`src/rtl/mbist_resp_cmp.sv`:
```
// Read-side MBIST response analyzer: regenerates expected SRAM data, compares it with read data
// and accumulates pass/fail diagnostics. Optional sticky bit map via MBIST_RESP_CMP_DIAG_EN.
module mbist_resp_cmp #(
  parameter int ADDR_W = 8,
  parameter int CNT_W  = 8
) (
  input  logic              CLK,
  input  logic              nRESET,
  input  logic              CMP_EN,
  input  logic [2:0]        PAT_SEL,
  input  logic [3:0]        gen_Turn,
  input  logic              RD_VALID,
  input  logic [ADDR_W-1:0] RD_ADDR,
  input  logic [7:0]        RD_DATA,
  input  logic              TEST_END,
  input  logic              RES_CLR,
  output logic              ERR_PULSE,
  output logic              FAIL,
  output logic [CNT_W-1:0]  FAIL_CNT,
  output logic [ADDR_W-1:0] FIRST_ADDR,
  output logic [7:0]        FIRST_DATA,
  output logic              RESULT_VALID,
  output logic              PASS
`ifdef MBIST_RESP_CMP_DIAG_EN
  ,
  output logic [7:0]        FAIL_BITMAP
`endif
);

  typedef enum logic [1:0] {
    IDLE   = 2'd0,
    ACTIVE = 2'd1,
    DONE   = 2'd2
  } state_t;

  state_t state_r;

  logic [8:0] exp_s;
  logic [7:0] exp_data_s;
  logic [7:0] diff_s;
  logic       cmp_s;
  logic       mismatch_s;

  // Returns {compare_valid, expected_byte} for the pattern/phase/address parity.
  function automatic logic [8:0] exp_lookup(input logic [2:0] pat, input logic [3:0] turn,
                                            input logic odd);
    logic [8:0] r;
    r = 9'd0;
    case (pat)
      3'd0: begin
        case (turn)
          4'd2:    r = {1'b1, 8'h00};
          4'd4:    r = {1'b1, 8'h01};
          default: r = 9'd0;
        endcase
      end
      3'd1: begin
        if (turn < 4'd3) r = odd ? {1'b1, 8'h55} : {1'b1, 8'hAA};
        else             r = odd ? {1'b1, 8'hAA} : {1'b1, 8'h55};
      end
      3'd2: begin
        case (turn)
          4'd2, 4'd4, 4'd6: r = {1'b1, 8'h00};
          4'd3, 4'd5:       r = {1'b1, 8'h01};
          default:          r = 9'd0;
        endcase
      end
      default: r = 9'd0;
    endcase
    return r;
  endfunction

  // Compare qualification; the 4-state inequality makes X/Z read data count as a failure.
  always_comb begin
    exp_s      = exp_lookup(PAT_SEL, gen_Turn, RD_ADDR[0]);
    exp_data_s = exp_s[7:0];
    diff_s     = RD_DATA ^ exp_data_s;
    cmp_s      = (state_r == ACTIVE) && RD_VALID && exp_s[8];
    mismatch_s = 1'b0;
    if (cmp_s) mismatch_s = (RD_DATA !== exp_data_s);
    else       mismatch_s = 1'b0;
  end

  // Run-state tracking and result accumulation.
  always_ff @(posedge CLK) begin
    if (!nRESET || RES_CLR) begin
      state_r      <= IDLE;
      ERR_PULSE    <= 1'b0;
      FAIL         <= 1'b0;
      FAIL_CNT     <= {CNT_W{1'b0}};
      FIRST_ADDR   <= {ADDR_W{1'b0}};
      FIRST_DATA   <= 8'h00;
      RESULT_VALID <= 1'b0;
      PASS         <= 1'b0;
`ifdef MBIST_RESP_CMP_DIAG_EN
      FAIL_BITMAP  <= 8'h00;
`endif
    end else begin
      ERR_PULSE <= mismatch_s;
      if (mismatch_s) begin
        FAIL <= 1'b1;
        if (FAIL_CNT != {CNT_W{1'b1}}) FAIL_CNT <= FAIL_CNT + {{(CNT_W-1){1'b0}}, 1'b1};
        if (!FAIL) begin
          FIRST_ADDR <= RD_ADDR;
          FIRST_DATA <= RD_DATA;
        end
      end
`ifdef MBIST_RESP_CMP_DIAG_EN
      if (cmp_s) FAIL_BITMAP <= FAIL_BITMAP | diff_s;
`endif
      case (state_r)
        IDLE: begin
          if (CMP_EN) state_r <= ACTIVE;
          else        state_r <= IDLE;
        end
        ACTIVE: begin
          // A read arriving with TEST_END is folded into the final verdict.
          if (TEST_END) begin
            state_r      <= DONE;
            RESULT_VALID <= 1'b1;
            PASS         <= ~(FAIL | mismatch_s);
          end else if (!CMP_EN) begin
            state_r <= IDLE;
          end else begin
            state_r <= ACTIVE;
          end
        end
        DONE:    state_r <= DONE;
        default: state_r <= IDLE;
      endcase
    end
  end

endmodule

```
`config.mk`:
```
export PLATFORM = sky130hd
export DESIGN_NAME = mbist_resp_cmp
export DESIGN_NICKNAME = d
export VERILOG_FILES = /design/src/rtl/mbist_resp_cmp.sv
export SDC_FILE = /design/constraint.sdc
export NUM_CORES = 1
export LEC_CHECK = 0
export CORE_ASPECT_RATIO = 0.6
export CORE_MARGIN = 2
export CORE_UTILIZATION = 43
export CTS_CLUSTER_SIZE = 16
export DETAILED_ROUTE_END_ITERATION = 7
export PLACE_DENSITY = 0.84
export SYNTH_ARGS = -nofsm -noshare
export SYNTH_HDL_FRONTEND = slang
export SYNTH_SLANG_ARGS = --single-unit
```
`constraint.sdc`:
```
create_clock -name CLK -period 2.96 [get_ports CLK]
set_input_delay 0.296 -clock CLK [delete_from_list [all_inputs] [get_ports CLK]]
set_output_delay 0.296 -clock CLK [all_outputs]
set_load 0.03 [all_outputs]
```
-- Yosys cells after proc, flatten, opt, wreduce, memory -nomap -nowiden
Index checks and enable logic that the tools add are counted.
W data, S select, Z words.
- register bits: 30
- equal/unequal tests: 11
- add/subtract/negate cells: 1
- reduce and logical (&&, ||, !) cells: 11
- bitwise gates (word level): 3
- muxes and demuxes: 10
- $lt $le $gt $ge: 1
- operators by type and width (operator ; count):
    $pmux W9 S2 ; 2
    $pmux W9 S3 ; 1
    $mux W8 ; 3
    $eq A4 B3 Y1 const B ; 3
    $add A8 B1 Y8 const B ; 1
    $eq A4 B2 Y1 const B ; 2
    $ne A8 B8 Y1 const B ; 1
    $nex A8 B8 Y1 ; 1
    $pmux W2 S3 ; 1
    $reduce_and A2 Y1 ; 3
    $lt A4 B2 Y1 const B ; 1
    $eq A3 B1 Y1 const B ; 1
    $eq A3 B2 Y1 const B ; 1
    $logic_not A3 Y1 ; 1
    $reduce_or A3 Y1 ; 1
    $eq A2 B1 Y1 const B ; 1
    $eq A2 B2 Y1 const B ; 1
    $logic_and A1 B1 Y1 ; 2
    $logic_not A2 Y1 ; 1
    $mux W1 ; 2
    $mux W2 ; 1
    $not A1 Y1 ; 2
    $reduce_or A2 Y1 ; 1
    $logic_not A1 Y1 ; 1
    other kinds (2) ; 2

-- Depth between registers and ports, before layout
Gate-level depths: netlist of run 1.
- word-level depth: 8
- depth in mapped cells: 8
- depth with buffers taken out: 6

-- Worst setup path after synthesis of run 1
Ideal clock, no wire load.
- path type: input to register
- start point: input gen_Turn[3]
- end point: register FAIL_CNT[4]
- arrival time: 2.114 ns
- stages on the path: 5
- slack: 0.787 ns
- library setup time: 0.059 ns
- cell sequence: or3_4 -> o41a_1 -> or4_1 -> or4_1 -> nand2_1
- cells in the longest elaborated chain, start to end: 7
- elaborated cells on any way between the ends: 16
- classes of those cells: 1 x order compare; 6 x eq/ne; 5 x mux; 4 x reduce/logical
- ends and longest elaborated chain (item ; line ; RTL):
    start: declaration ; 11 ; input logic [3:0] gen_Turn,
    $eq A4 B2 Y1, or another cell as far along ; 51, 62 ;
    $reduce_or A3 Y1 or $reduce_or A2 Y1 (tied branches) ; 62 ; case (turn)
    $pmux W9 S2 ; 62 ;
    $pmux W9 S3 (*) ; 49 ; case (pat)
    $nex A8 B8 Y1 or $logic_and A1 B1 Y1 (tied branches) ; 80, 78 ;
    $mux W1 (*) ; 80 ; if (cmp_s) mismatch_s = (RD_DATA !== exp_data_s);
    $reduce_and A2 Y1 (no source line) (*) ; -- ;
    end signal: assignment ; 90 ; FAIL_CNT <= {CNT_W{1'b0}};
    end signal: assignment ; 102 ; if (FAIL_CNT != {CNT_W{1'b1}}) FAIL_CNT <= FAIL_CNT + {{(CNT_W-1){1'b0}}, 1'b1};
    end: declaration ; 19 ; output logic [CNT_W-1:0] FAIL_CNT,
Every way passes the cells marked *; elsewhere a longest branch is shown, timed or not.
A chain may end at the register's enable or synchronous reset.

-- Worst setup path in the final report of run 1
- start point: input PAT_SEL[2]
- end point: register FIRST_ADDR[2]
- cells in the longest elaborated chain, start to end: 5
- elaborated cells on any way between the ends: 8
- classes of those cells: 3 x eq/ne; 2 x mux; 3 x reduce/logical
- ends and longest elaborated chain (item ; line ; RTL):
    start: declaration ; 10 ; input logic [2:0] PAT_SEL,
    $eq A3 B2 Y1, or another cell as far along ; 49 ;
    $pmux W9 S3 (*) ; 49 ;
    $nex A8 B8 Y1 or $logic_and A1 B1 Y1 (tied branches) ; 80, 78 ;
    $mux W1 (*) ; 80 ;
    $reduce_and A2 Y1 (no source line) (*) ; -- ;
    end signal: assignment ; 91 ; FIRST_ADDR <= {ADDR_W{1'b0}};
    end: declaration ; 20 ; output logic [ADDR_W-1:0] FIRST_ADDR,
Marked as above.

==> results.cfg, run 1 <==
[setup_path]
cp_data_required_time_ps = 3160
timing.critical_path.buf_inv = 2
cp_data_arrival_time_ps = 2810
critical-path-slowest-cell = clkdlybuf4s50_1
worstSetupStartpoint = PAT_SEL[2]
critPathMaxStageDelay_ps = 510
path_class = in2reg
r2r-start = FAIL_CNT[3]
crit_family = compound AO/OA/AOI/OAI gates
crit_chain = clkdlybuf4s50_1 > or3_4 > or3b_2 > o22ai_1 > o32a_1 > buf_4 > o21ai_0 > a21oi_1
worstSetupEndpointType = flip-flop
crit_path_max_fanout = 16
r2r_setup_slack_ps = 1150
cp-start-kind = input pin

[detailed_routing]
num_vias = 1596
post_drt_wl_per_cell_um = 14.5
drc = 0
ant_nets = 0
avgViaCountPerCell = 5.58
drt_iter0_markers = 119
route.final.wire_length_mm = 4.14
dr.pass1.iters = 4

[finish]
area_delta_synth_final_pct = 47.2
post-route-util = 0.666
multi_input_area_um2 = 822
design_area_mm2 = 0.00217
seq_area_um2 = 601
antenna_cells = 0
layout-drive-gt1-share = 0.0747
nets = 271
fill_cells = 280

[timing]
timing.hold.ws_ps = 456
fmax_mhz = 384
rsz0062_at_grt = no
min_period_ps = 2610
setup_tns_ps = 0
maxSlewHeadroom = 0.650
setup_viol = 0
hold_violations = 0
fin_crit_sh = 0.880
worst_pin_slew_ps = 525
drv_slew = 0
finClkSkew_ps = 1.79

[global_route]
groute.usage.overall = 0.216
grt_max_degree = 17
grt_pass1_vias = 1418
overflow = 0
antenna_found_initial = 0
grt_pass1_wl_mm = 6.62

[pwr]
p_int_mw = 0.612
pwr-share-seq = 0.506
p_clk_frac = 0.385
fin_total_pwr_mw = 0.804
vdd_ir_drop_max_mv = 0.275
p_switching_mw = 0.192
powerDensity_mw_per_mm2 = 370
combPwrFrac = 0.110
leakage_nw = 0.709
swShare = 0.239

[yosys]
synth-seq-area-share = 0.406
ys_top_cells_by_area = dfxtp_1, a21oi_1, nand3_1
yosys_warnings = 0
synth_top_area_share = 0.406
synth_nets = 212
synth-async-reset-ratio = 0
syn_avg_cell_area_um2 = 8.12
synth-main-ff-cell = dfxtp_1
ys_ff_latch = 30
syn_area_mm2 = 0.00148
synth_edf_count = 0
syn-instance-count = 182
synth_top_cell_by_area = dfxtp_1
ys_types = 41

[place]
placed_area_mm2 = 0.00210
hpwlAfterDp_mm = 3.01
place_congestion = 0.860
io_buffers = 56

[cts]
ctsHoldBuffers = 0
cts_made_buffers = 5
cts_setup_buffers = 0
cts.sinks = 30
tritoncts = yes
clkTransAtPathRegs_ps = 60
cts_resized = 0
clk_path_buf_depth = 2
clock-root-buffer = clkbuf_8
insertion_delay_ps = 280
htreeDepth = 2

[floorplanning]
die_x_um = 79.7
initial_core_util = 0.453
die-area_mm2 = 0.00394
die_h_um = 49.4
core-area_mm2 = 0.00326
num_rows = 16
pin_count = 57

[worst_hold_path]
hold_class = reg2reg
hold_start = RESULT_VALID

[run]
maxCapViolations = 0

[outcome]
outcome = finished, final reports clean
worst reg2reg max path, stage by stage, from the launching register on:
cell and delay (ps):
dfxtp_1 360, and3_1 190, and3_1 230, or4_1 500, or4_1 400, nand2_1 70
flip-flops by register name, summed over array words and instances (netlist names):
| signal | count |
|---|---|
| PASS | 1 |
| FIRST_DATA | 8 |
| FAIL | 1 |
| ERR_PULSE | 1 |
| RESULT_VALID | 1 |
| FIRST_ADDR | 8 |
| state_r | 2 |
| FAIL_CNT | 8 |
per-stage QoR:
| stage | setup WS (ps) | cells |
|---|---|---|
| 4_1_cts | 385 | 286 |
| 3_5_place_dp | 111 | 279 |
| 6_report | 354 | 286 |
| 3_3_place_gp | 170 | 279 |
| 5_1_grt | 209 | 286 |
| 2_1_floorplan | 787 | 182 |
worst paths after layout:
kind	cells after the start	to
min	2	RESULT_VALID
max	8	FIRST_ADDR[2]
max reg2reg	5	FAIL_CNT[4]
min reg2reg	2	RESULT_VALID
power groups by stage:
| stage | combinational, mW | clock (mW) | sequential (mW) |
|---|---|---|---|
| after floorplan | 0.0307 | 0 | 0.417 |
| after global placement | 0.0867 | 0 | 0.415 |
| after detailed placement | 0.0869 | 0 | 0.415 |
| after CTS | 0.0878 | 0.312 | 0.407 |
| after global routing | 0.0949 | 0.333 | 0.406 |
| final | 0.0882 | 0.309 | 0.407 |
cell families after synthesis:
family | share of synthesized area
AO/OA/AOI/OAI | 0.246
AND/OR/NAND/NOR | 0.283
flip-flops | 0.406
adder cells (fa/ha/maj) | 0.00847
multiplexers | 0.00677
XOR/XNOR | 0.0119
buffers and inverters | 0.0373
Yosys cell counts (all sizes together) (2+ instances only):
cell type   n
a211oi      2
a21oi      25
a31oi       2
and3        4
and4b       2
buf         3
clkbuf      7
dfxtp      30
inv         3
nand2      10
nand2b      3
nand3      25
nor2        8
nor3        4
o211ai      2
o21ai      19
o31ai       3
o41ai       2
or3         4
or4         5
xnor2       2
final cells by class:
type                    count  area share
multi-input cells         139       0.378
repair buffers             62       0.278
flip-flops and latches     30       0.276
clock buffers               5      0.0316
well taps                  45      0.0259
inverters                   3     0.00518
clock inverters             2     0.00460
placed cells by master (no fill, tap or decap), types with 4 or more instances in the layout:
cell type	n
nor2_1	8
and3_1	4
dfxtp_1	30
buf_4	6
a21oi_1	25
o21ai_0	19
nand2_1	10
clkbuf_8	5
clkdlybuf4s50_1	56
nand3_1	25
or4_1	5
metal layers:
layer,part of all wire,up-vias,global-route usage
li1,-,808,-
met1,0.51,716,0.341
met2,0.38,70,0.272
met3,0.10,2,0.0685
met4,0.0014,0,0.0603
met5,0,-,0
No activity file was read; power rests on OpenSTA's default activity.
==> run 2, diff against run 1 <==
HOLD_SLACK_MARGIN = 0.12   (was default)
==> results of run 2 <==
Same layout as run 1: the final DEF is identical, and so are final timing and power.
